**config.mk**
```make
export PLATFORM = sky130hd
export DESIGN_NAME = motion_frame_sequencer_flat
export DESIGN_NICKNAME = d
export VERILOG_FILES = /design/src/rtl/motion_frame_sequencer_if.sv /design/src/rtl/motion_frame_sequencer.sv /design/src/flat_wrapper.sv
export SDC_FILE = /design/constraint.sdc
export NUM_CORES = 1
export LEC_CHECK = 0
export CAP_MARGIN = 10
export CORE_AREA = 2 2 96 98
export CTS_BUF_LIST = sky130_fd_sc_hd__clkbuf_2
export DETAILED_ROUTE_END_ITERATION = 12
export DIE_AREA = 0 0 98 100
export GPL_TIMING_DRIVEN = 0
export MAX_ROUTING_LAYER = met4
export SLEW_MARGIN = 20
export SYNTH_ARGS = -nofsm -noshare
export SYNTH_HDL_FRONTEND = slang
export SYNTH_SLANG_ARGS = --single-unit
```
**constraint.sdc**
```tcl
create_clock -name clk -period 2.5 [get_ports clk]
set_input_delay 0.25 -clock clk [delete_from_list [all_inputs] [get_ports clk]]
set_output_delay 0.25 -clock clk [all_outputs]
set_load 0.005 [all_outputs]
```
**src/rtl/motion_frame_sequencer_if.sv**
```systemverilog
// rtl/motion_frame_sequencer_if.sv - frame-buffer read port and subtractor port bundle
//
// Purpose: groups the frame-buffer read signals and the frame-difference
// subtractor handshake seen by motion_frame_sequencer.
// Signals:
//   rd_en, rd_addr          read request to both frame buffers
//   new_pixel, old_pixel    buffer read data, valid 1 cycle after rd_en
//   sub_ready               pixel pair strobe to the subtractor
//   sub_new, sub_old        pixel pair to the subtractor
//   sub_valid, sub_flag     per-pixel result from the subtractor
// Modports: master = sequencer side, slave = buffers/subtractor side.

interface motion_frame_sequencer_if #(
    parameter int DATA_WIDTH = 8,
    parameter int ADDR_WIDTH = 10
) ();
    logic                  rd_en;
    logic [ADDR_WIDTH-1:0] rd_addr;
    logic [DATA_WIDTH-1:0] new_pixel;
    logic [DATA_WIDTH-1:0] old_pixel;
    logic                  sub_ready;
    logic [DATA_WIDTH-1:0] sub_new;
    logic [DATA_WIDTH-1:0] sub_old;
    logic                  sub_valid;
    logic                  sub_flag;

    modport master (
        output rd_en, rd_addr, sub_ready, sub_new, sub_old,
        input  new_pixel, old_pixel, sub_valid, sub_flag
    );

    modport slave (
        input  rd_en, rd_addr, sub_ready, sub_new, sub_old,
        output new_pixel, old_pixel, sub_valid, sub_flag
    );
endinterface

```
**src/rtl/motion_frame_sequencer.sv**
```systemverilog
// rtl/motion_frame_sequencer.sv - streams one frame through the subtractor and reports motion
//
// Purpose: on start, issues addresses 0..FRAME_PIXELS-1 to the frame buffers,
// forwards returned pixel pairs to the subtractor, counts flagged pixels and
// reports the count plus a threshold verdict at end of frame.
// Ports:
//   clk, reset                  clock, asynchronous active-high reset
//   start, abort, hold          frame request, cancel, issue stall
//   threshold                   motion threshold, latched on accepted start
//   bus (master)                frame-buffer read port and subtractor port
//   busy, done                  frame in progress, end-of-frame pulse
//   changed_count               flagged pixels in last completed frame
//   motion_detected             changed_count >= latched threshold

module motion_frame_sequencer #(
    parameter int DATA_WIDTH   = 8,
    parameter int FRAME_PIXELS = 1024,
    parameter int ADDR_WIDTH   = 10,
    parameter int CNT_WIDTH    = 11
) (
    input  logic                 clk,
    input  logic                 reset,
    input  logic                 start,
    input  logic                 abort,
    input  logic                 hold,
    input  logic [CNT_WIDTH-1:0] threshold,
    motion_frame_sequencer_if.master bus,
    output logic                 busy,
    output logic                 done,
    output logic [CNT_WIDTH-1:0] changed_count,
    output logic                 motion_detected
);
    typedef enum logic [1:0] {IDLE, FETCH, DRAIN, DONE} state_t;

    localparam logic [ADDR_WIDTH-1:0] LAST_ADDR = ADDR_WIDTH'(FRAME_PIXELS - 1);
    localparam logic [CNT_WIDTH-1:0]  FRAME_CNT = CNT_WIDTH'(FRAME_PIXELS);
    localparam logic [CNT_WIDTH-1:0]  CNT_MAX   = '1;

    state_t                state, state_nxt;
    logic [ADDR_WIDTH-1:0] issue_idx;
    logic [CNT_WIDTH-1:0]  recv_cnt;
    logic [CNT_WIDTH-1:0]  flag_cnt;
    logic [CNT_WIDTH-1:0]  thr_q;
    logic                  ready_q;
    logic                  issue;
    logic                  accept;
    logic [CNT_WIDTH-1:0]  recv_total;

    always_comb begin
        state_nxt  = state;
        issue      = 1'b0;
        accept     = 1'b0;
        done       = 1'b0;
        // Include this cycle's result so DONE follows the last sub_valid
        // directly instead of waiting a cycle for the register.
        recv_total = recv_cnt + CNT_WIDTH'(bus.sub_valid);
        case (state)
            IDLE: begin
                if (start && !abort) begin
                    accept    = 1'b1;
                    state_nxt = FETCH;
                end
            end
            FETCH: begin
                if (abort) begin
                    state_nxt = IDLE;
                end else if (!hold) begin
                    issue = 1'b1;
                    if (issue_idx == LAST_ADDR) begin
                        state_nxt = DRAIN;
                    end
                end
            end
            DRAIN: begin
                if (abort) begin
                    state_nxt = IDLE;
                end else if (recv_total == FRAME_CNT) begin
                    state_nxt = DONE;
                end
            end
            DONE: begin
                state_nxt = IDLE;
                done      = !abort;
            end
            default: state_nxt = IDLE;
        endcase
    end

    assign bus.rd_en     = issue;
    assign bus.rd_addr   = issue_idx;
    assign bus.sub_ready = ready_q;
    // Forced to zero outside the strobe so the subtractor inputs stay quiet.
    assign bus.sub_new   = ready_q ? bus.new_pixel : '0;
    assign bus.sub_old   = ready_q ? bus.old_pixel : '0;
    assign busy          = (state != IDLE);

    always_ff @(posedge clk or posedge reset) begin
        if (reset) begin
            state           <= IDLE;
            issue_idx       <= '0;
            recv_cnt        <= '0;
            flag_cnt        <= '0;
            thr_q           <= '0;
            ready_q         <= 1'b0;
            changed_count   <= '0;
            motion_detected <= 1'b0;
        end else begin
            state   <= state_nxt;
            ready_q <= issue;
            if (accept) begin
                thr_q <= threshold;
            end
            if (state == IDLE) begin
                issue_idx <= '0;
                recv_cnt  <= '0;
                flag_cnt  <= '0;
            end else begin
                if (issue && (issue_idx != LAST_ADDR)) begin
                    issue_idx <= issue_idx + ADDR_WIDTH'(1);
                end
                if (bus.sub_valid) begin
                    recv_cnt <= recv_cnt + CNT_WIDTH'(1);
                    if (bus.sub_flag && (flag_cnt != CNT_MAX)) begin
                        flag_cnt <= flag_cnt + CNT_WIDTH'(1);
                    end
                end
            end
            if (done) begin
                changed_count   <= flag_cnt;
                motion_detected <= (flag_cnt >= thr_q);
            end
        end
    end
endmodule

```
**src/flat_wrapper.sv**
```systemverilog
// flat-port wrapper written by rule: the top's interface ports become plain ports
module motion_frame_sequencer_flat 
#(
    parameter int DATA_WIDTH   = 8,
    parameter int FRAME_PIXELS = 1024,
    parameter int ADDR_WIDTH   = 10,
    parameter int CNT_WIDTH    = 11
)
  (clk, reset, start, abort, hold, threshold, busy, done, changed_count, motion_detected, bus_rd_en, bus_rd_addr, bus_sub_ready, bus_sub_new, bus_sub_old, bus_new_pixel, bus_old_pixel, bus_sub_valid, bus_sub_flag);
  motion_frame_sequencer_if #(.DATA_WIDTH(DATA_WIDTH), .ADDR_WIDTH(ADDR_WIDTH)) bus_i ();
  input  logic clk;
  input  logic reset;
  input  logic start;
  input  logic abort;
  input  logic hold;
  input  logic [CNT_WIDTH-1:0] threshold;
  output logic busy;
  output logic done;
  output logic [CNT_WIDTH-1:0] changed_count;
  output logic motion_detected;
  output wire logic [$bits(bus_i.rd_en)-1:0] bus_rd_en;
  output wire logic [$bits(bus_i.rd_addr)-1:0] bus_rd_addr;
  output wire logic [$bits(bus_i.sub_ready)-1:0] bus_sub_ready;
  output wire logic [$bits(bus_i.sub_new)-1:0] bus_sub_new;
  output wire logic [$bits(bus_i.sub_old)-1:0] bus_sub_old;
  input wire logic [$bits(bus_i.new_pixel)-1:0] bus_new_pixel;
  input wire logic [$bits(bus_i.old_pixel)-1:0] bus_old_pixel;
  input wire logic [$bits(bus_i.sub_valid)-1:0] bus_sub_valid;
  input wire logic [$bits(bus_i.sub_flag)-1:0] bus_sub_flag;
  assign bus_rd_en = bus_i.rd_en;
  assign bus_rd_addr = bus_i.rd_addr;
  assign bus_sub_ready = bus_i.sub_ready;
  assign bus_sub_new = bus_i.sub_new;
  assign bus_sub_old = bus_i.sub_old;
  assign bus_i.new_pixel = bus_new_pixel;
  assign bus_i.old_pixel = bus_old_pixel;
  assign bus_i.sub_valid = bus_sub_valid;
  assign bus_i.sub_flag = bus_sub_flag;
  motion_frame_sequencer #(.DATA_WIDTH(DATA_WIDTH), .FRAME_PIXELS(FRAME_PIXELS), .ADDR_WIDTH(ADDR_WIDTH), .CNT_WIDTH(CNT_WIDTH)) u_core (.clk(clk), .reset(reset), .start(start), .abort(abort), .hold(hold), .threshold(threshold), .bus(bus_i), .busy(busy), .done(done), .changed_count(changed_count), .motion_detected(motion_detected));
endmodule
```
==> results.sh, run 1 <==
export IMPL_status="finished clean"
export IMPL_critPathCaptureType="primary output"
export IMPL_root_buffer="clkbuf_2"
export IMPL_clk_insertion_delay_late_ns=0.48
export IMPL_synth_edff_count=0
export IMPL_portBuffers=75
export IMPL_maxCapViolCount=0
export IMPL_clk_path_buf_depth=2
export IMPL_r2r_cells=6
export IMPL_die_h_um=100
export IMPL_via_per_inst=4.925
export IMPL_hpwlAfterDp_um=5363
export IMPL_max_slew_margin_pct=55.32
export IMPL_finalCritPeriodShare_pct=90.96
export IMPL_ys_seq_elements=58
export IMPL_initial_core_util_pct=34.55
export IMPL_grt_overflow_total=0
export IMPL_wl_per_cell_um=13.92
export IMPL_power_frac_comb_pct=13.7
export IMPL_grt_usage_pct=15.61
export IMPL_ir_drop_uv=289.2
export IMPL_cp_max_fo=10
export IMPL_cts_buffers=9
export IMPL_grt_pass1_vias=2531
export IMPL_yosys_area_top_type="dfrtp_1"
export IMPL_seq_area_frac_synth_pct=47.25
export IMPL_syn_nets=364
export IMPL_clock_skew_ns=0.02595
export IMPL_synth_area_leaders="dfrtp_1, ha_1, mux2_2"
export IMPL_switchingPower_mw=0.5205
export IMPL_synth_lib_cells_used_distinct=39
export IMPL_route_vias_total=2546
export IMPL_max_stage_delay_ns=0.53
export IMPL_antenna_found_initial=0
export IMPL_final_util_pct=46.39
export IMPL_arrival_ns=2.02
export IMPL_rows=35
export IMPL_fp_coreArea_mm2=0.008890
export IMPL_grt_pass1_wl_um=12050
export IMPL_p_leak_nw=1.734
export IMPL_cp_slowest_cell="dfrtp_1"
export IMPL_hold_class="in -> async"
export IMPL_pin_count=76
export IMPL_gp_congestion=0.8318
export IMPL_ys_async_sr_fraction_pct=100.0
export IMPL_cts_tree="built"
export IMPL_final_hold_violation_count=0
export IMPL_syn2layout_area_growth_pct=34.26
export IMPL_rsz0062_at_grt="false"
export IMPL_clk_pin_slew_ns=0.18
export IMPL_seq_power_share_pct=51.0
export IMPL_cp_required_ns=2.25
export IMPL_drc=0
export IMPL_diodes=0
export IMPL_clkPwrFrac_pct=35.2
export IMPL_final_antenna_net_count=0
export IMPL_setup_viol=0
export IMPL_dieArea_mm2=0.009800
export IMPL_internal_power_mw=1.447
export IMPL_drive_gt1_share_pct=8.374
export IMPL_drtIter0Drc=49
export IMPL_wirelength_um=7199
export IMPL_htree_levels=3
export IMPL_syn_mean_instance_area_um2=9.814
export IMPL_first_pass_iters=5
export IMPL_die_width_um=98
export IMPL_critPathKind="reg -> out"
export IMPL_synth_flop_cell="dfrtp_1"
export IMPL_grt_max_degree=31
export IMPL_hold_slack_ns=0.07531
export IMPL_nNetsFinal=452
export IMPL_swShare_pct=26.46
export IMPL_yosys_warnings=0
export IMPL_power_density_mw_per_mm2=477.0
export IMPL_synth_top_cell_area_share_pct=47.25
export IMPL_max_freq_mhz=439.7
export IMPL_maxSlewViolCount=0
export IMPL_cts_hold_buf=0
export IMPL_path_cells="nand3b_1 > clkbuf_2 > inv_1 > clkdlybuf4s50_1"
export IMPL_synth_cells=313
export IMPL_cts_sinks=58
export IMPL_synth_area_mm2=0.003072
export IMPL_startpoint_type="flip-flop"
export IMPL_finalCriticalPeriod_ns=2.274
export IMPL_worst_pin_slew_ns=0.6651
kinds of logic (layout without fill, tap and decap cells):
group | count (synthesis) | after routing | share of synthesized area [%]
flops | 58 | 58 | 47.25
xor+xnor | 26 | 26 | 7.413
simple gates | 129 | 129 | 21.87
fa+ha+maj | 17 | 17 | 6.925
buf+inv | 27 | 120 | 3.503
mux | 12 | 12 | 4.359
compound gates | 44 | 44 | 8.676
power groups by stage:
stage	Clock, mW	Sequential [mW]	Combinational [mW]
final	0.693	1.00	0.270
after global routing	0.752	1.01	0.307
after CTS	0.724	1.01	0.277
after detailed placement	0	1.02	0.275
after global placement	0	1.02	0.264
after floorplan	0	1.02	0.147
cells in the final DEF, fill, tap and decap left out, types with 7 or more instances in the layout:
cell type and count:
ha_1 17, a21oi_1 8, dfrtp_1 58, and2_1 17
inv_1 15, clkdlybuf4s50_1 75, clkbuf_2 11, nor3_1 12
nand4_1 9, xnor2_1 14, xor2_1 12, o21ai_0 21
nand3_1 16, clkbuf_1 7, nor2_1 28, nand2_1 25
mux2_2 11
critical path: cells and delay by family (launching register included):
kind          cells  cell delay, ns
flops             1            0.53
simple gates      1            0.20
buf+inv           3            0.82
routing by layer:
| layer | routed length [um] | track usage [%] | vias up | part of all wire, % |
|---|---|---|---|---|
| met5 | 0 | - | - | 0 |
| met4 | 51 | 4.380 | 0 | 0.71 |
| met3 | 313 | 5.084 | 6 | 4.3 |
| met2 | 3381 | 24.60 | 52 | 47 |
| met1 | 3453 | 19.41 | 1216 | 48 |
| li1 | - | - | 1272 | - |
metrics by stage:
stage	instances	total power [mW]	setup TNS (ns)	instance area (um^2)	worst slack, ns
2_1_floorplan	313	1.164	0	3072	0.5420
3_3_place_gp	499	1.286	-16.38	3961	-0.2843
3_5_place_dp	500	1.298	0	3984	0.06950
4_1_cts	516	2.006	0	4116	0.02407
5_1_grt	517	2.069	0	4124	0.06887
6_report	517	1.967	0	4124	0.2260
registers in the layout (all words and copies together), names as in the netlist:
register	cells
u_core.changed_count	11
u_core.flag_cnt	11
u_core.recv_cnt	11
u_core.thr_q	11
u_core.bus.rd_addr	10
u_core.state	2
u_core.bus.sub_ready	1
u_core.motion_detected	1
repair_timing:
item                                    4_1_cts  5_1_grt
endpoints found under the setup margin        1        1
pin swaps                                     0        1
buffers inserted                              0        1
resized for setup                             1        0
synth_stat cells (all sizes together) (3+ instances only):
| cell type | n |
|---|---|
| dfrtp | 58 |
| nor2 | 28 |
| nand2 | 25 |
| o21ai | 21 |
| and2 | 17 |
| ha | 17 |
| inv | 16 |
| nand3 | 16 |
| xnor2 | 14 |
| nor3 | 12 |
| xor2 | 12 |
| mux2 | 11 |
| nand4 | 9 |
| a21oi | 8 |
| clkbuf | 8 |
| nor4 | 6 |
| or3 | 4 |
| and4 | 3 |
| buf | 3 |
area by class of cell:
cell class | instances | area (um^2)
fillers | 873 | 4766
clock inverters | 6 | 81.33
well taps | 111 | 138.9
plain buffers | 11 | 48.80
clock buffers | 10 | 50.05
repair buffers | 77 | 778.2
inverters | 16 | 62.56
flip-flops and latches | 58 | 1451
multi-input cells | 228 | 1513
path summary, 6_finish.rpt:
check	slack, ns	end	from
max	0.23	done	u_core.state[1]$_DFFE_PP0P_
min	0.08	u_core.changed_count[8]$_DFFE_PP0P_	reset
max reg2reg	0.39	u_core.state[0]$_DFFE_PP0P_	u_core.recv_cnt[0]$_DFFE_PP0P_
min reg2reg	0.52	u_core.changed_count[0]$_DFFE_PP0P_	u_core.changed_count[0]$_DFFE_PP0P_
max in group asynchronous	1.92	u_core.bus.sub_ready$_DFF_PP0_	reset
min in group clk	0.30	u_core.thr_q[4]$_DFFE_PP0P_	threshold[4]
(Power assumes the default switching activity.)
==> run 2, diff against run 1 <==
--- a/config.mk
+++ b/config.mk
@@ -10,6 +10,7 @@
 export CTS_BUF_LIST = sky130_fd_sc_hd__clkbuf_2
 export DETAILED_ROUTE_END_ITERATION = 12
 export DIE_AREA = 0 0 98 100
+export DONT_BUFFER_PORTS = 1
 export GPL_TIMING_DRIVEN = 0
 export MAX_ROUTING_LAYER = met4
 export SLEW_MARGIN = 20
==> run 2 against run 1 <==
  * Worst setup slack gained 0.17 ns
  * First-iteration DRC count increased by 140%
  * Combinational power shrank 21%
  * Register-to-register slack about the same
  * Clock skew down 0.0014 ns
  * Via count is 7.8% lower
  * Total power shrank 2.4%
  * Final cell count decreased by 12%
  * Wire length shrank 6.7%
  * Critical endpoint is now u_core.state[0]$_DFFE_PP0P_
  * Largest power group unchanged
==> results.sh, run 2 (synthesis results as in run 1) <==
export IMPL_status="finished clean"
export IMPL_final_util_pct=39.69
export IMPL_setup_viol=0
export IMPL_hold_class="in -> reg"
export IMPL_critPathKind="reg -> reg"
export IMPL_cp_required_ns=2.89
export IMPL_ir_drop_uv=306.2
export IMPL_portBuffers=0
export IMPL_wirelength_um=6719
export IMPL_power_frac_comb_pct=11.1
export IMPL_seq_power_share_pct=52.4
export IMPL_htree_levels=3
export IMPL_max_slew_margin_pct=54.60
export IMPL_grt_pass1_wl_um=11050
export IMPL_internal_power_mw=1.399
export IMPL_dieArea_mm2=0.009800
export IMPL_rsz0062_at_grt="false"
export IMPL_die_h_um=100
export IMPL_wl_per_cell_um=14.73
export IMPL_max_freq_mhz=476.3
export IMPL_hpwlAfterDp_um=4943
export IMPL_diodes=0
export IMPL_grt_overflow_total=0
export IMPL_critPathCaptureType="flip-flop"
export IMPL_tns_ns=0
export IMPL_power_density_mw_per_mm2=544.1
export IMPL_clk_pin_slew_ns=0.16
export IMPL_via_per_inst=5.147
export IMPL_pre_cts_slack_ns=0.4095
export IMPL_arrival_ns=2.49
export IMPL_cts_sinks=58
export IMPL_drive_gt1_share_pct=9.565
export IMPL_final_hold_violation_count=0
export IMPL_clkPwrFrac_pct=36.5
export IMPL_pin_count=76
export IMPL_grt_usage_pct=14.81
export IMPL_syn2layout_area_growth_pct=14.87
export IMPL_rows=35
export IMPL_cts_buffers=9
export IMPL_cts_setup_buffers=0
export IMPL_final_common_cell="dfrtp_1"
export IMPL_startpoint_type="flip-flop"
export IMPL_switchingPower_mw=0.5209
export IMPL_maxSlewViolCount=0
export IMPL_p_leak_nw=1.516
export IMPL_drtIter0Drc=118
export IMPL_final_antenna_net_count=0
export IMPL_finalCritPeriodShare_pct=83.98
export IMPL_grt_pass1_vias=2224
export IMPL_die_width_um=98
export IMPL_clk_insertion_delay_late_ns=0.49
export IMPL_antenna_found_initial=0
export IMPL_drc=0
export IMPL_clk_path_buf_depth=2
export IMPL_cts_tree="built"
export IMPL_swShare_pct=27.13
export IMPL_cp_max_fo=5
export IMPL_finalCriticalPeriod_ns=2.100
export IMPL_worst_pin_slew_ns=0.6758
export IMPL_first_pass_iters=5
export IMPL_gp_congestion=0.8615
export IMPL_initial_core_util_pct=34.55
export IMPL_reg2reg_slack_ns=0.40
export IMPL_fin_ws_ns=0.4004
export IMPL_grt_max_degree=59
export IMPL_root_buffer="clkbuf_2"
export IMPL_clock_skew_ns=0.02453
export IMPL_nNetsFinal=391
export IMPL_maxCapViolCount=0
export IMPL_route_vias_total=2347
export IMPL_fp_coreArea_mm2=0.008890
export IMPL_most_common_layout_cells="dfrtp_1, nor2_1, nand2_1"
-- run 2: cell count changes in the layout (fill, tap and decap cells not counted) --
cell / change
clkinv_4: -1
dlygate4sd3_1: +15
buf_12: -1
buf_16: +1
clkdlybuf4s50_1: -75
clkinv_1: -1
clkinvlp_4: +2
clkbuf_1: +1
clkbuf_2: -2
buf_4: -1
inv_6: +1
-- run 2: final cells by class --
cell class | count | area, um^2
Fill cell | 866 | 5361
Multi-Input combinational cell | 228 | 1513
Sequential cell | 58 | 1451
Timing Repair Buffer | 16 | 177.7
Tap cell | 111 | 138.9
Clock inverter | 7 | 92.59
Inverter | 16 | 62.56
Buffer | 11 | 47.55
Clock buffer | 9 | 45.04
-- run 2: power groups by stage --
| stage | sequential (mW) | clock [mW] | combinational [mW] |
|---|---|---|---|
| after global placement | 1.02 | 0 | 0.185 |
| after CTS | 1.01 | 0.727 | 0.221 |
| after floorplan | 1.02 | 0 | 0.147 |
| final | 1.01 | 0.700 | 0.214 |
| after detailed placement | 1.02 | 0 | 0.198 |
| after global routing | 1.01 | 0.773 | 0.250 |
-- run 2: worst max-delay path, cell delays in order (launching register included) --
cell     delay, ns
dfrtp_1       0.46
ha_1          0.25
ha_1          0.30
nor4_1        0.16
o21ai_0       0.11
or4_1         0.52
o31ai_1       0.22
-- run 2: per-stage QoR --
step | power [mW] | instances | cell area (um^2) | hold slack [ns]
final | 1.920 | 456 | 3528 | 0.04704
after global routing | 2.034 | 456 | 3528 | 0.0008532
after CTS | 1.954 | 456 | 3528 | 0.002372
after detailed placement | 1.222 | 425 | 3241 | 0.2069
after global placement | 1.208 | 424 | 3211 | 0.3165
after floorplan | 1.164 | 313 | 3072 | 0.3131
-- run 2: final timing paths --
kind	cells past startpoint	to	start
max in group asynchronous	3	u_core.recv_cnt[4]$_DFFE_PP0P_	reset
worst max-delay path	6	u_core.state[0]$_DFFE_PP0P_	u_core.recv_cnt[0]$_DFFE_PP0P_
worst min-delay path	4	u_core.state[0]$_DFFE_PP0P_	abort
min in group asynchronous	3	u_core.thr_q[3]$_DFFE_PP0P_	reset
worst max register to register	6	u_core.state[0]$_DFFE_PP0P_	u_core.recv_cnt[0]$_DFFE_PP0P_
worst min register to register	2	u_core.changed_count[0]$_DFFE_PP0P_	u_core.changed_count[0]$_DFFE_PP0P_
-- run 2: routing by layer --
| layer | global-route usage [%] | up-vias | routed length, um |
|---|---|---|---|
| met4 | 3.846 | 0 | 79 |
| met5 | - | - | 0 |
| met3 | 6.685 | 9 | 494 |
| met2 | 21.60 | 63 | 3076 |
| met1 | 18.84 | 1120 | 3068 |
| li1 | - | 1155 | - |
-- run 2: timing repair --
action / in CTS / in global routing
hold buffers: 15 / 0
gates resized for setup: 0 / 0
hold endpoints to repair: 74 / 0
==> run 3, diff against run 2 <==
==> constraint.sdc (replaced) <==
create_clock -name clk -period 2.15 [get_ports clk]
set_input_delay 0.215 -clock clk [delete_from_list [all_inputs] [get_ports clk]]
set_output_delay 0.215 -clock clk [all_outputs]
set_load 0.005 [all_outputs]
==> run 3 against run 2 <==
  * Utilization up 0.46 points
  * Largest cell class unchanged
  * Highest routed layer unchanged
  * Register-to-register slack worse by 0.28 ns
  * Worst setup slack got worse by 0.28 ns
==> results.sh, run 3 (synthesis results as in run 1) <==
export IMPL_p_leak_nw=1.536
export IMPL_max_stage_delay_ns=0.52
export IMPL_fin_ws_ns=0.1218
export IMPL_worst_pin_slew_ns=0.6766
export IMPL_power_density_mw_per_mm2=629.5
export IMPL_portBuffers=0
export IMPL_finalCritPeriodShare_pct=94.33
export IMPL_antenna_found_initial=0
export IMPL_final_common_cell="dfrtp_1"
export IMPL_max_slew_margin_pct=54.54
export IMPL_r2r_start="u_core.recv_cnt[0]$_DFFE_PP0P_"
export IMPL_via_per_inst=5.120
export IMPL_initial_core_util_pct=34.55
export IMPL_nNetsFinal=394
export IMPL_pre_cts_slack_ns=0.05947
export IMPL_cp_required_ns=2.55
export IMPL_endpoint="u_core.state[0]$_DFFE_PP0P_"
export IMPL_cts_sinks=58
export IMPL_gp_congestion=0.8615
export IMPL_clock_skew_ns=0.02033
export IMPL_maxSlewViolCount=0
export IMPL_cp_startpoint="u_core.recv_cnt[0]$_DFFE_PP0P_"
export IMPL_r2r_end="u_core.state[0]$_DFFE_PP0P_"
export IMPL_diodes=0
export IMPL_final_antenna_net_count=0
export IMPL_cp_slowest_cell="or4_1"
export IMPL_die_width_um=98
export IMPL_fp_coreArea_mm2=0.008890
export IMPL_wirelength_um=6803
export IMPL_cts_tree="built"
export IMPL_critPathCaptureType="flip-flop"
export IMPL_pin_count=76
export IMPL_ir_drop_uv=369.0
export IMPL_most_common_layout_cells="dfrtp_1, nor2_1, nand2_1"
export IMPL_hold_class="in -> reg"
export IMPL_grt_pass1_wl_um=11050
export IMPL_design_area_mm2=0.003570
export IMPL_die_h_um=100
export IMPL_grt_max_degree=59
export IMPL_dieArea_mm2=0.009800
export IMPL_syn2layout_area_growth_pct=16.21
export IMPL_clk_pin_slew_ns=0.16
export IMPL_route_vias_total=2350
export IMPL_grt_usage_pct=14.81
export IMPL_finalCriticalPeriod_ns=2.028
export IMPL_ff_latch_area_mm2=0.001453
export IMPL_root_buffer="clkbuf_2"
export IMPL_htree_levels=3
export IMPL_wl_per_cell_um=14.82
export IMPL_finalPower_mw=2.247
export IMPL_max_freq_mhz=493.1
export IMPL_arrival_ns=2.43
export IMPL_hpwlAfterDp_um=4943
export IMPL_critPathKind="reg -> reg"
export IMPL_dpl_cell_area_mm2=0.003241
export IMPL_cts_buffers=9
export IMPL_maxCapViolCount=0
export IMPL_path_cells="ha_1 > ha_1 > nor4_2 > o21ai_0 > or4_1 > o31ai_1"
export IMPL_setup_viol=0
export IMPL_r2r_cells=6
export IMPL_startpoint_type="flip-flop"
export IMPL_rsz0062_at_grt="false"
export IMPL_cp_max_fo=4
export IMPL_status="finished clean"
export IMPL_drtIter0Drc=113
export IMPL_final_hold_violation_count=0
export IMPL_clk_insertion_delay_late_ns=0.49
export IMPL_first_pass_iters=4
export IMPL_fillCellCount=856
export IMPL_reg2reg_slack_ns=0.12
export IMPL_drive_gt1_share_pct=11.78
export IMPL_grt_overflow_total=0
export IMPL_drc=0
export IMPL_clk_path_buf_depth=2
export IMPL_rows=35
export IMPL_grt_pass1_vias=2219
export IMPL_multi_input_area_mm2=0.001529
export IMPL_cp_common_cell="ha_1"
[run 3: changes by cell type in the layout (fill, tap and decap cells not counted), sizes merged]
| cell | previous run | this run |
|---|---|---|
| buf | 4 | 7 |
[run 3: worst min-delay path by stage]
stage | from | to | slack (ns) | cells past startpoint
6_report | start | u_core.state[0]$_DFFE_PP0P_ | 0.03 | 3
5_1_grt | start | u_core.state[0]$_DFFE_PP0P_ | 0.004 | 3
4_1_cts | start | u_core.state[0]$_DFFE_PP0P_ | 0.005 | 3
3_5_place_dp | reset | u_core.changed_count[7]$_DFFE_PP0P_ | 0.17 | 2
3_3_place_gp | abort | u_core.state[1]$_DFFE_PP0P_ | 0.28 | 1
2_1_floorplan | abort | u_core.state[1]$_DFFE_PP0P_ | 0.28 | 1
[run 3: power breakdown]
part | switching (mW) | internal, mW
logic | 0.152 | 0.111
clock network | 0.433 | 0.382
registers | 0.0266 | 1.14
[run 3: final cells by class]
cell class	instances	area share, %
Buffer	11	1.367
Clock inverter	7	2.594
Inverter	16	1.753
Sequential cell	58	40.69
Timing Repair Buffer	19	5.608
Clock buffer	9	1.262
Multi-Input combinational cell	228	42.83
Tap cell	111	3.891
[run 3: what timing repair did]
item / 4_1_cts / 5_1_grt
resized for setup: 0 / 6
endpoints found under the setup margin: 0 / 14
endpoints found under the hold margin: 74 / 0
hold buffers: 15 / 0
setup buffers: 0 / 3
[run 3: through the flow]
stage	std cells	hold slack, ns	util [%]	TNS, ns
6_report	459	0.03498	40.15	0
5_1_grt	459	0.003623	40.15	0
4_1_cts	456	0.005312	39.69	0
3_5_place_dp	425	0.1719	36.45	0
3_3_place_gp	424	0.2815	36.12	-9.066
2_1_floorplan	313	0.2781	-	0
[run 3: per-layer routing]
metal | wire [um] | share of wire (%) | vias up | GRT usage [%]
met4 | 96 | 1.4 | 0 | 3.846
li1 | - | - | 1157 | -
met5 | 0 | 0 | - | -
met1 | 3165 | 47 | 1122 | 18.79
met2 | 3079 | 45 | 63 | 21.55
met3 | 462 | 6.8 | 8 | 6.825
[run 3: critical path, delay by kind of cell (launching register included)]
| family | cells | cell delay [ns] |
|---|---|---|
| adder cells (fa/ha/maj) | 2 | 0.54 |
| AO/OA/AOI/OAI | 2 | 0.32 |
| AND/OR/NAND/NOR | 2 | 0.64 |
| flip-flops | 1 | 0.45 |
